`src/rtl/hazard_ctrl_pkg.sv`:
```
// rtl/hazard_ctrl_pkg.sv - shared encodings, record type and helpers for hazard_ctrl
package hazard_ctrl_pkg;

    localparam logic [1:0] KIND_ALU  = 2'd0;
    localparam logic [1:0] KIND_MEM  = 2'd1;
    localparam logic [1:0] KIND_LINK = 2'd2;

    localparam logic [1:0] TNEW_ALU  = 2'd1;
    localparam logic [1:0] TNEW_LOAD = 2'd2;
    localparam logic [1:0] TNEW_LINK = 2'd0;

    localparam logic [2:0] SEL_RD     = 3'd0;
    localparam logic [2:0] SEL_MEMRDW = 3'd1;
    localparam logic [2:0] SEL_RESW   = 3'd2;
    localparam logic [2:0] SEL_RESM   = 3'd3;
    localparam logic [2:0] SEL_PC8W   = 3'd4;
    localparam logic [2:0] SEL_PC8M   = 3'd5;
    localparam logic [2:0] SEL_PC8E   = 3'd6;

    typedef enum logic [1:0] {
        STG_E = 2'd0,
        STG_M = 2'd1,
        STG_W = 2'd2
    } stage_e;

    typedef struct packed {
        logic       valid;
        logic [4:0] dst;
        logic [1:0] kind;
        logic [1:0] tnew;
    } rec_t;

    // One pipeline advance: the value is one cycle closer to existing.
    function automatic rec_t rec_advance(input rec_t r);
        rec_t n;
        n = r;
        n.tnew = (r.tnew == 2'd0) ? 2'd0 : r.tnew - 2'd1;
        return n;
    endfunction

    function automatic logic producer_hit(input rec_t r, input logic [4:0] src, input logic use_src);
        return r.valid && use_src && (src != 5'd0) && (r.dst == src);
    endfunction

    // Only ready values (tnew == 0) reach here; unlisted stage/kind pairs read the register file.
    function automatic logic [2:0] fwd_sel(input stage_e stg, input logic [1:0] kind);
        logic [2:0] s;
        s = SEL_RD;
        case (stg)
            STG_E: if (kind == KIND_LINK) s = SEL_PC8E;
            STG_M: begin
                if (kind == KIND_ALU)       s = SEL_RESM;
                else if (kind == KIND_LINK) s = SEL_PC8M;
            end
            STG_W: begin
                if (kind == KIND_ALU)       s = SEL_RESW;
                else if (kind == KIND_MEM)  s = SEL_MEMRDW;
                else if (kind == KIND_LINK) s = SEL_PC8W;
            end
            default: s = SEL_RD;
        endcase
        return s;
    endfunction

endpackage

```
`src/rtl/hazard_ctrl_if.sv`:
```
// rtl/hazard_ctrl_if.sv - D-stage decode bundle and hazard responses
interface hazard_ctrl_if;
    logic [4:0]  rsD;
    logic [4:0]  rtD;
    logic        useRsD;
    logic        useRtD;
    logic [1:0]  tuseRsD;
    logic [1:0]  tuseRtD;
    logic        wrD;
    logic [4:0]  dstD;
    logic [1:0]  kindD;
    logic [1:0]  tnewD;
    logic        stall;
    logic [2:0]  MCMP1D;
    logic [2:0]  MCMP2D;
    logic [31:0] stallCnt;

    modport master (
        output rsD, rtD, useRsD, useRtD, tuseRsD, tuseRtD, wrD, dstD, kindD, tnewD,
        input  stall, MCMP1D, MCMP2D, stallCnt
    );

    modport slave (
        input  rsD, rtD, useRsD, useRtD, tuseRsD, tuseRtD, wrD, dstD, kindD, tnewD,
        output stall, MCMP1D, MCMP2D, stallCnt
    );
endinterface

```
`src/rtl/hazard_ctrl_sel.sv`:
```
// rtl/hazard_ctrl_sel.sv - per-operand stall and compare-mux select from the E/M/W records
module hazard_sel
    import hazard_ctrl_pkg::*;
(
    input  logic [4:0] src,
    input  logic       use_src,
    input  logic [1:0] tuse,
    input  rec_t       rec_e,
    input  rec_t       rec_m,
    input  rec_t       rec_w,
    output logic       stall,
    output logic [2:0] sel
);

    logic   hit_e;
    logic   hit_m;
    logic   hit_w;
    logic   any_hit;
    rec_t   win;
    stage_e win_stage;

    always_comb begin
        hit_e     = producer_hit(rec_e, src, use_src);
        hit_m     = producer_hit(rec_m, src, use_src);
        hit_w     = producer_hit(rec_w, src, use_src);
        win       = '0;
        win_stage = STG_E;
        any_hit   = 1'b1;

        // Youngest producer holds the architecturally current value.
        if (hit_e) begin
            win       = rec_e;
            win_stage = STG_E;
        end else if (hit_m) begin
            win       = rec_m;
            win_stage = STG_M;
        end else if (hit_w) begin
            win       = rec_w;
            win_stage = STG_W;
        end else begin
            any_hit   = 1'b0;
        end

        stall = any_hit && (win.tnew > tuse);
        sel   = (any_hit && (win.tnew == 2'd0)) ? fwd_sel(win_stage, win.kind) : SEL_RD;
    end

endmodule

```
`src/rtl/hazard_ctrl.sv`:
```
// rtl/hazard_ctrl.sv - pipeline hazard unit: shadow E/M/W records, stall and D-compare forwarding
module hazard_ctrl
    import hazard_ctrl_pkg::*;
(
    input  logic       clk,
    input  logic       reset,
    hazard_ctrl_if.slave hz
);

    rec_t        rec_e;
    rec_t        rec_m;
    rec_t        rec_w;
    rec_t        rec_d;
    logic        stall_rs;
    logic        stall_rt;
    logic        stall;
    logic [2:0]  sel_rs;
    logic [2:0]  sel_rt;
    logic [31:0] stall_cnt;

    always_comb begin
        rec_d       = '0;
        rec_d.valid = hz.wrD && (hz.dstD != 5'd0);
        rec_d.dst   = hz.dstD;
        rec_d.kind  = hz.kindD;
        rec_d.tnew  = hz.tnewD;
    end

    hazard_sel u_sel_rs (
        .src     (hz.rsD),
        .use_src (hz.useRsD),
        .tuse    (hz.tuseRsD),
        .rec_e   (rec_e),
        .rec_m   (rec_m),
        .rec_w   (rec_w),
        .stall   (stall_rs),
        .sel     (sel_rs)
    );

    hazard_sel u_sel_rt (
        .src     (hz.rtD),
        .use_src (hz.useRtD),
        .tuse    (hz.tuseRtD),
        .rec_e   (rec_e),
        .rec_m   (rec_m),
        .rec_w   (rec_w),
        .stall   (stall_rt),
        .sel     (sel_rt)
    );

    assign stall = stall_rs | stall_rt;

    // M and W always advance; only E is gated, taking a bubble while D is held.
    always_ff @(posedge clk) begin
        if (reset) begin
            rec_e     <= '0;
            rec_m     <= '0;
            rec_w     <= '0;
            stall_cnt <= 32'd0;
        end else begin
            rec_e <= stall ? rec_t'('0) : rec_d;
            rec_m <= rec_advance(rec_e);
            rec_w <= rec_advance(rec_m);
            if (stall && (stall_cnt != 32'hFFFF_FFFF)) begin
                stall_cnt <= stall_cnt + 32'd1;
            end
        end
    end

    assign hz.stall    = stall;
    assign hz.MCMP1D   = sel_rs;
    assign hz.MCMP2D   = sel_rt;
    assign hz.stallCnt = stall_cnt;

endmodule

```
`src/flat_wrapper.sv`:
```
// flat-port wrapper written by rule: the top's interface ports become plain ports
module hazard_ctrl_flat import hazard_ctrl_pkg::*;
  (clk, reset, hz_rsD, hz_rtD, hz_useRsD, hz_useRtD, hz_tuseRsD, hz_tuseRtD, hz_wrD, hz_dstD, hz_kindD, hz_tnewD, hz_stall, hz_MCMP1D, hz_MCMP2D, hz_stallCnt);
  hazard_ctrl_if hz_i ();
  input  logic clk;
  input  logic reset;
  input wire logic [$bits(hz_i.rsD)-1:0] hz_rsD;
  input wire logic [$bits(hz_i.rtD)-1:0] hz_rtD;
  input wire logic [$bits(hz_i.useRsD)-1:0] hz_useRsD;
  input wire logic [$bits(hz_i.useRtD)-1:0] hz_useRtD;
  input wire logic [$bits(hz_i.tuseRsD)-1:0] hz_tuseRsD;
  input wire logic [$bits(hz_i.tuseRtD)-1:0] hz_tuseRtD;
  input wire logic [$bits(hz_i.wrD)-1:0] hz_wrD;
  input wire logic [$bits(hz_i.dstD)-1:0] hz_dstD;
  input wire logic [$bits(hz_i.kindD)-1:0] hz_kindD;
  input wire logic [$bits(hz_i.tnewD)-1:0] hz_tnewD;
  output wire logic [$bits(hz_i.stall)-1:0] hz_stall;
  output wire logic [$bits(hz_i.MCMP1D)-1:0] hz_MCMP1D;
  output wire logic [$bits(hz_i.MCMP2D)-1:0] hz_MCMP2D;
  output wire logic [$bits(hz_i.stallCnt)-1:0] hz_stallCnt;
  assign hz_i.rsD = hz_rsD;
  assign hz_i.rtD = hz_rtD;
  assign hz_i.useRsD = hz_useRsD;
  assign hz_i.useRtD = hz_useRtD;
  assign hz_i.tuseRsD = hz_tuseRsD;
  assign hz_i.tuseRtD = hz_tuseRtD;
  assign hz_i.wrD = hz_wrD;
  assign hz_i.dstD = hz_dstD;
  assign hz_i.kindD = hz_kindD;
  assign hz_i.tnewD = hz_tnewD;
  assign hz_stall = hz_i.stall;
  assign hz_MCMP1D = hz_i.MCMP1D;
  assign hz_MCMP2D = hz_i.MCMP2D;
  assign hz_stallCnt = hz_i.stallCnt;
  hazard_ctrl u_core (.clk(clk), .reset(reset), .hz(hz_i));
endmodule
```
`config.mk`:
```
export PLATFORM = sky130hd
export DESIGN_NAME = hazard_ctrl_flat
export DESIGN_NICKNAME = d
export VERILOG_FILES = /design/src/rtl/hazard_ctrl_pkg.sv /design/src/rtl/hazard_ctrl_if.sv /design/src/rtl/hazard_ctrl_sel.sv /design/src/rtl/hazard_ctrl.sv /design/src/flat_wrapper.sv
export SDC_FILE = /design/constraint.sdc
export NUM_CORES = 1
export LEC_CHECK = 0
export BUFFER_PORTS_ARGS = -buffer_cell sky130_fd_sc_hd__buf_2
export CELL_PAD_IN_SITES_DETAIL_PLACEMENT = 0
export CELL_PAD_IN_SITES_GLOBAL_PLACEMENT = 1
export CORE_MARGIN = 10
export CORE_UTILIZATION = 41
export DETAILED_ROUTE_END_ITERATION = 16
export HOLD_SLACK_MARGIN = 0.05
export PLACE_DENSITY_LB_ADDON = 0.1
export SYNTH_ARGS = -nofsm -noshare
export SYNTH_HDL_FRONTEND = slang
export SYNTH_HIERARCHICAL = 1
export SYNTH_SLANG_ARGS = --single-unit
```
`constraint.sdc`:
```
create_clock -name clk -period 3.8 [get_ports clk]
set_input_delay 0.38 -clock clk [delete_from_list [all_inputs] [get_ports clk]]
set_output_delay 0.38 -clock clk [all_outputs]
set_load 0.01 [all_outputs]
```
After elaboration in Yosys (flattened, before gate mapping)
Index checks and enable logic that the tools add are counted.
{"block": "op_classes", "add_sub_neg": 3, "n_lt_le_gt_ge": 2, "n_eq_ne": 15, "n_mux": 34, "bitwise": 1, "reduce_logical": 38}
{"cell": "$mux 3", "n": 14}
{"cell": "$add 32x1->32 const B", "n": 1}
{"cell": "$ne 32x32->1 const B", "n": 1}
{"cell": "$eq 5x5->1", "n": 6}
{"cell": "$logic_and 1x1->1", "n": 24}
{"cell": "$mux 4", "n": 6}
{"cell": "$pmux 3 s3", "n": 2}
{"cell": "$logic_not 2->1", "n": 8}
{"cell": "$reduce_bool 5->1", "n": 3}
{"cell": "$mux 2", "n": 6}
{"cell": "$eq 2x1->1 const B", "n": 4}
{"cell": "$eq 2x2->1 const B", "n": 4}
{"cell": "$mux 1", "n": 6}
{"cell": "$reduce_or 2->1", "n": 3}
{"cell": "$gt 2x2->1", "n": 2}
{"cell": "$sub 2x1->2 const B", "n": 2}
{"cell": "$or 1x1->1", "n": 1}
{"block": "totals", "regBits": 62, "in_bits": 28, "out_inout_bits": 39, "word_cells": 106}

Longest topological paths before layout
{"block": "logic_depth", "word_depth": 12, "depth_mapped": 15, "ltp_nobuf": 14}

By module
Netlist, hierarchy kept.
{"mod": "hazard_ctrl", "instances": 1, "cells_each": 272, "area_each_um2": 2484.9, "seq_area_each_um2": 1241.2}
{"mod": "hazard_sel", "instances": 2, "cells_each": 63, "area_each_um2": 465.4, "seq_area_each_um2": 0.0}

Worst setup path after synthesis
No wires, ideal clock.
{"block": "synth_path", "path_kind": "in2reg", "start": "in hz_rtD[1]", "end": "reg u_core.stall_cnt[12], in the netlist u_core/hz.stallCnt[12]", "setup_time_ps": 70, "arrival_time_ps": 3364, "required_ps": 3730, "setup_slack_ps": 366, "cell_stages": 12, "n_path_buf": 1, "cell_sequence": "or4_4 -> o21ai_4 -> nor3_1 -> a221o_1 -> o21ai_1 -> ha_1 -> a211oi_1 -> nor2_1 -> or3_1 -> clkbuf_1 -> or4_1 -> a21oi_1"}
{"block": "synth_between", "elab_chain_len": 10, "word_cells_on_any_way": 20, "classes_between": "order compare (1); eq/ne (3); mux (6); bitwise (1); reduce/logical (9)"}
{"item": "start, declared", "line_no": "flat_wrapper.sv:8", "text": "input wire logic [$bits(hz_i.rtD)-1:0] hz_rtD;"}
{"item": "$reduce_bool 5->1", "line_no": "hazard_ctrl_pkg.sv:42", "text": "return r.valid && use_src && (src != 5'd0) && (r.dst == src);"}
{"item": "$logic_and 1x1->1 (2 in a row)", "line_no": "hazard_ctrl_pkg.sv:42"}
{"item": "$mux 4", "line_no": "hazard_ctrl_sel.sv:37", "text": "end else if (hit_w) begin"}
{"item": "$mux 4", "line_no": "hazard_ctrl_sel.sv:34", "text": "end else if (hit_m) begin"}
{"item": "$mux 4", "line_no": "hazard_ctrl_sel.sv:31", "text": "if (hit_e) begin"}
{"item": "$gt 2x2->1", "line_no": "hazard_ctrl_sel.sv:44", "text": "stall = any_hit && (win.tnew > tuse);"}
{"item": "$logic_and 1x1->1 *", "line_no": "hazard_ctrl_sel.sv:44"}
{"item": "via u_core.stall_rt", "line_no": "hazard_ctrl.sv:15", "text": "logic stall_rt;"}
{"item": "$or 1x1->1 *", "line_no": "hazard_ctrl.sv:51", "text": "assign stall = stall_rs | stall_rt;"}
{"item": "$logic_and 1x1->1 *", "line_no": "hazard_ctrl.sv:64", "text": "if (stall && (stall_cnt != 32'hFFFF_FFFF)) begin"}
{"item": "end signal, assigned", "line_no": "hazard_ctrl.sv:65", "text": "stall_cnt <= stall_cnt + 32'd1;"}
{"item": "end, declared", "line_no": "hazard_ctrl.sv:19", "text": "logic [31:0] stall_cnt;"}
Mark *: on every way through the listed nets, which the timed path passes. The rest lies on a longest branch.
A chain may end at the register's enable or synchronous reset.

Worst setup path in the final report
{"block": "layout_path", "start": "reg, netlist name u_core/rec_w[5]", "end": "out hz_stall"}
{"block": "layout_between", "elab_chain_len": 8, "word_cells_on_any_way": 21, "classes_between": "order compare (2); eq/ne (2); mux (12); bitwise (1); reduce/logical (4)"}
{"item": "$eq 5x5->1 *", "line_no": "hazard_ctrl_pkg.sv:42"}
{"item": "$logic_and 1x1->1 *", "line_no": "hazard_ctrl_pkg.sv:42"}
{"item": "$mux 4", "line_no": "hazard_ctrl_sel.sv:37"}
{"item": "$mux 4", "line_no": "hazard_ctrl_sel.sv:34"}
{"item": "$mux 4", "line_no": "hazard_ctrl_sel.sv:31"}
{"item": "$gt 2x2->1", "line_no": "hazard_ctrl_sel.sv:44"}
{"item": "$logic_and 1x1->1 *", "line_no": "hazard_ctrl_sel.sv:44"}
{"item": "via u_core.stall_rs", "line_no": "hazard_ctrl.sv:14", "text": "logic stall_rs;"}
{"item": "$or 1x1->1 *", "line_no": "hazard_ctrl.sv:51"}
{"item": "end, declared", "line_no": "flat_wrapper.sv:17", "text": "output wire logic [$bits(hz_i.stall)-1:0] hz_stall;"}
Marked as above.

==> run summary <==
- **standby leakage power** 1.49 nW
- **Vias/cell** 5.52
- **fill cell total of the finished layout** 830
- **Final setup viols** 0
- **most common flop cell mapped by yosys** dfxtp_1
- **Setup Skew** 0.00746 ns
- **TritonCTS Buffers** 9
- **I/O pins** 67
- **count of routing violations after the opening detailed-route iteration** 137
- **RSZ-0062 raised after global routing** false
- **CP endpoint kind** output port
- **cell area after placement** 3890 µm²
- **final cell count without fillers** 582
- **most frequent cell after synthesis** dfxtp_1
- **number of buffers on the longest clock path** 2
- **grt ovf** 0
- **synthesized netlist net count** 433
- **storage element area** 1240 µm²
- **ranking of synthesized cells by instance count** dfxtp_1 (62), xnor2_1 (32), a21oi_1 (27)
- **total DRC errors in the routed layout** 0
- **Data required, critical path** 3.42 ns
- **HP Class** input pin to flop
- **effective utilization at floorplan** 0.418
- **post-synthesis share of cell area spent on full adders, half adders and majority gates** 0.0256
- **FF+latch count, synth** 62
- **first-pass GRT wire length** 15500 µm
- **area fraction in compound gates after synthesis** 0.162
- **maximum achievable frequency** 285 MHz
- **Sinks on Clock Net** 62
- **slowest CP cell** a2111o_1
- **Critical Path Max Stage Delay** 0.45 ns
- **Least-Margin Pin Slew** 1.01 ns
- **cells along the critical path** xnor2_1 -> nand4_1 -> a2111o_1 -> a31oi_1 -> ha_1 -> a21oi_1 -> a211oi_1 -> nor2_2 -> buf_4 -> clkinvlp_4 -> buf_2
- **mean post-synth cell area** 8.58 µm²
- **biggest area consumer among synthesized cells** dfxtp_1
- **post-synthesis cell area** 3420 µm²
- **antenna violation net count after detailed routing** 0
- **combined area of the multi-input logic cells** 2060 µm²
- **Cells after DPL** 566
- **Root Buffer** clkbuf_8
- **routability congestion estimate** 0.860
- **peak fanout along the critical path** 8
- **vias in the first global route** 3082
- **quantity of I/O buffers inserted on ports** 66
- **number of buffer and inverter instances along the worst setup path** 3
- **number of failing hold endpoints at the final stage** 0
- **Final min period** 3.50 ns
- **sequential cell area fraction in the yosys report** 0.363
- **antenna cell count** 0
- **number of nets in the layout** 507
- **area growth from synthesis to final layout** 20.4%
- **Post-Route Setup TNS** 0 ns
- **Async S/R FF share, synth** 0
- **VDD IR-drop max** 0.219 mV
- **clock latency at the later pin of the worst-skew pair** 0.34 ns
- **Power per Cell Area** 335 nW/µm²
- **run status** complete, no violations
- **post-synthesis cell count** 398
- **worst slew margin relative to its limit** 0.319
- **xor and xnor fraction of the mapped netlist area** 0.0821
- **dominant delay contributor by cell family on the critical path** compound AO/OA/AOI/OAI gates
- **Routed WL per cell** 15.9 µm
- **simple-gate portion of the synthesized area** 0.315
- **share of final-layout standard cells stronger than drive strength 1** 0.249
- **initial antenna violation count** 0
- **H-tree depth reported by CTS** 3
- **via count** 3215
- **Routed WL** 9250 µm
- **share of the synthesized area in the top cell type** 0.363
- **clock-pin slew on the worst setup and hold paths** 0.07 ns
- **CTS tree** built
- **pin count of the biggest net entering global routing** 34
- **Synth Warn #** 6
- **die extent in x** 111 µm
- **final number of max-transition violations** 0
- **dominant cells by area after synthesis** dfxtp_1 (36%), xnor2_1 (8.2%), a21oi_1 (4.0%)
- **vertical die dimension** 111 µm
- **aggregate global-route resource usage** 0.148
- **cell area after layout** 4110 µm²
- **share of synthesized area spent on multiplexers** 0.0143
- **dominant combinational cell family by area after synthesis** simple AND/OR/NAND/NOR gates
- **type of element launching the critical path** flop
- **core area** 8180 µm²
- **number of enable flip-flop cells after synthesis** 0
- **drt first pass iters** 4
- **category of the critical setup timing path** flop to output port
- **share of the cycle needed by the critical path after routing** 0.922
- **detailed placement HPWL** 7140 µm
- **die footprint** 12400 µm²
- **Data arrival, critical path** 3.12 ns
- **number of buffers added for setup after CTS** 0
- **post-synth cell types** 52
- **Max Cap Violations** 0
- **number of cell rows** 33
==> logic make-up (layout without fill, tap and decap cells) <==
kind of cell,Yosys count,after routing
buffers and inverters,31,110
xor gates and xnor gates,32,32
adders and majority gates,7,7
AOI/OAI and AO/OA,82,82
DFF,62,62
muxes,4,4
and+or+nand+nor,180,180
==> metal layers <==
metal  vias up  track usage  share of wire
met5         -            0              0
met4         0       0.0497         0.0091
met3         9       0.0379          0.040
met2        59        0.250           0.51
met1      1532        0.177           0.44
li1       1615            -              -
==> final cells by class <==
| class | count | area share |
|---|---|---|
| Clock buffer | 10 | 0.0335 |
| Clock inverter | 6 | 0.0170 |
| Inverter | 18 | 0.0173 |
| Multi-Input combinational cell | 305 | 0.500 |
| Sequential cell | 62 | 0.302 |
| Tap cell | 105 | 0.0319 |
| Timing Repair Buffer | 76 | 0.0986 |
==> cells in the final DEF (no fill, tap or decap), drive strengths merged, types with 4 or more instances in the layout <==
| master | netlist | final |
|---|---|---|
| nand3 | 14 | 14 |
| o31ai | 5 | 5 |
| mux2 | 4 | 4 |
| nand4 | 17 | 17 |
| clkinvlp | 0 | 4 |
| inv | 17 | 18 |
| a21oi | 27 | 27 |
| or4 | 10 | 10 |
| clkbuf | 10 | 10 |
| nand2 | 22 | 22 |
| ha | 7 | 7 |
| a311oi | 4 | 4 |
| and2 | 12 | 12 |
| or3 | 23 | 23 |
| nor4 | 13 | 13 |
| xnor2 | 32 | 32 |
| and3 | 4 | 4 |
| nor2 | 17 | 17 |
| and4 | 5 | 5 |
| o21ai | 26 | 26 |
| buf | 3 | 76 |
| nor2b | 21 | 21 |
| dfxtp | 62 | 62 |
| nor3 | 16 | 16 |
==> flip-flops by register name, indices dropped and copies added (netlist names) <==
name and count:
u_core/hz.stallCnt 32, u_core/rec_e 10, u_core/rec_w 10, u_core/rec_m 10
==> stage by stage <==
| step | power (mW) | setup WS, ns | hold slack, ns | util |
|---|---|---|---|---|
| after floorplan | 0.762 | 0.366 | 0.444 | - |
| after global placement | 0.801 | 0.0746 | 0.464 | 0.476 |
| after detailed placement | 0.803 | -0.000969 | 0.467 | 0.476 |
| after CTS | 1.40 | 0.0742 | 0.222 | 0.502 |
| after global routing | 1.44 | 0.0297 | 0.223 | 0.503 |
| final | 1.38 | 0.297 | 0.238 | 0.503 |
==> repair_timing <==
item,4_1_cts,5_1_grt
setup endpoints to repair,0,3
hold buffers,0,0
resized for setup,0,3
==> where the power goes <==
| group | leakage, nW | switching [mW] | total [mW] | internal (mW) |
|---|---|---|---|---|
| Sequential | 0.505 | 0.0167 | 0.681 | 0.664 |
| Clock | 0.0951 | 0.267 | 0.590 | 0.324 |
| Combinational | 0.885 | 0.0574 | 0.107 | 0.0495 |
| Total | 1.49 | 0.341 | 1.38 | 1.04 |
==> worst paths after layout <==
check | from | to | slack (ns) | cells after the start
worst max register to register | u_core/rec_w[5]$_SDFF_PP0_ | u_core/hz.stallCnt[14]$_SDFFE_PP0P_ | 0.35 | 10
worst max-delay path | u_core/rec_w[5]$_SDFF_PP0_ | hz_stall | 0.30 | 11
worst min register to register | u_core/rec_e[3]$_SDFF_PP0_ | u_core/rec_m[3]$_SDFF_PP0_ | 0.48 | 1
worst min-delay path | hz_kindD[1] | u_core/rec_e[3]$_SDFF_PP0_ | 0.24 | 2
Power figures use the tool's default switching activity.
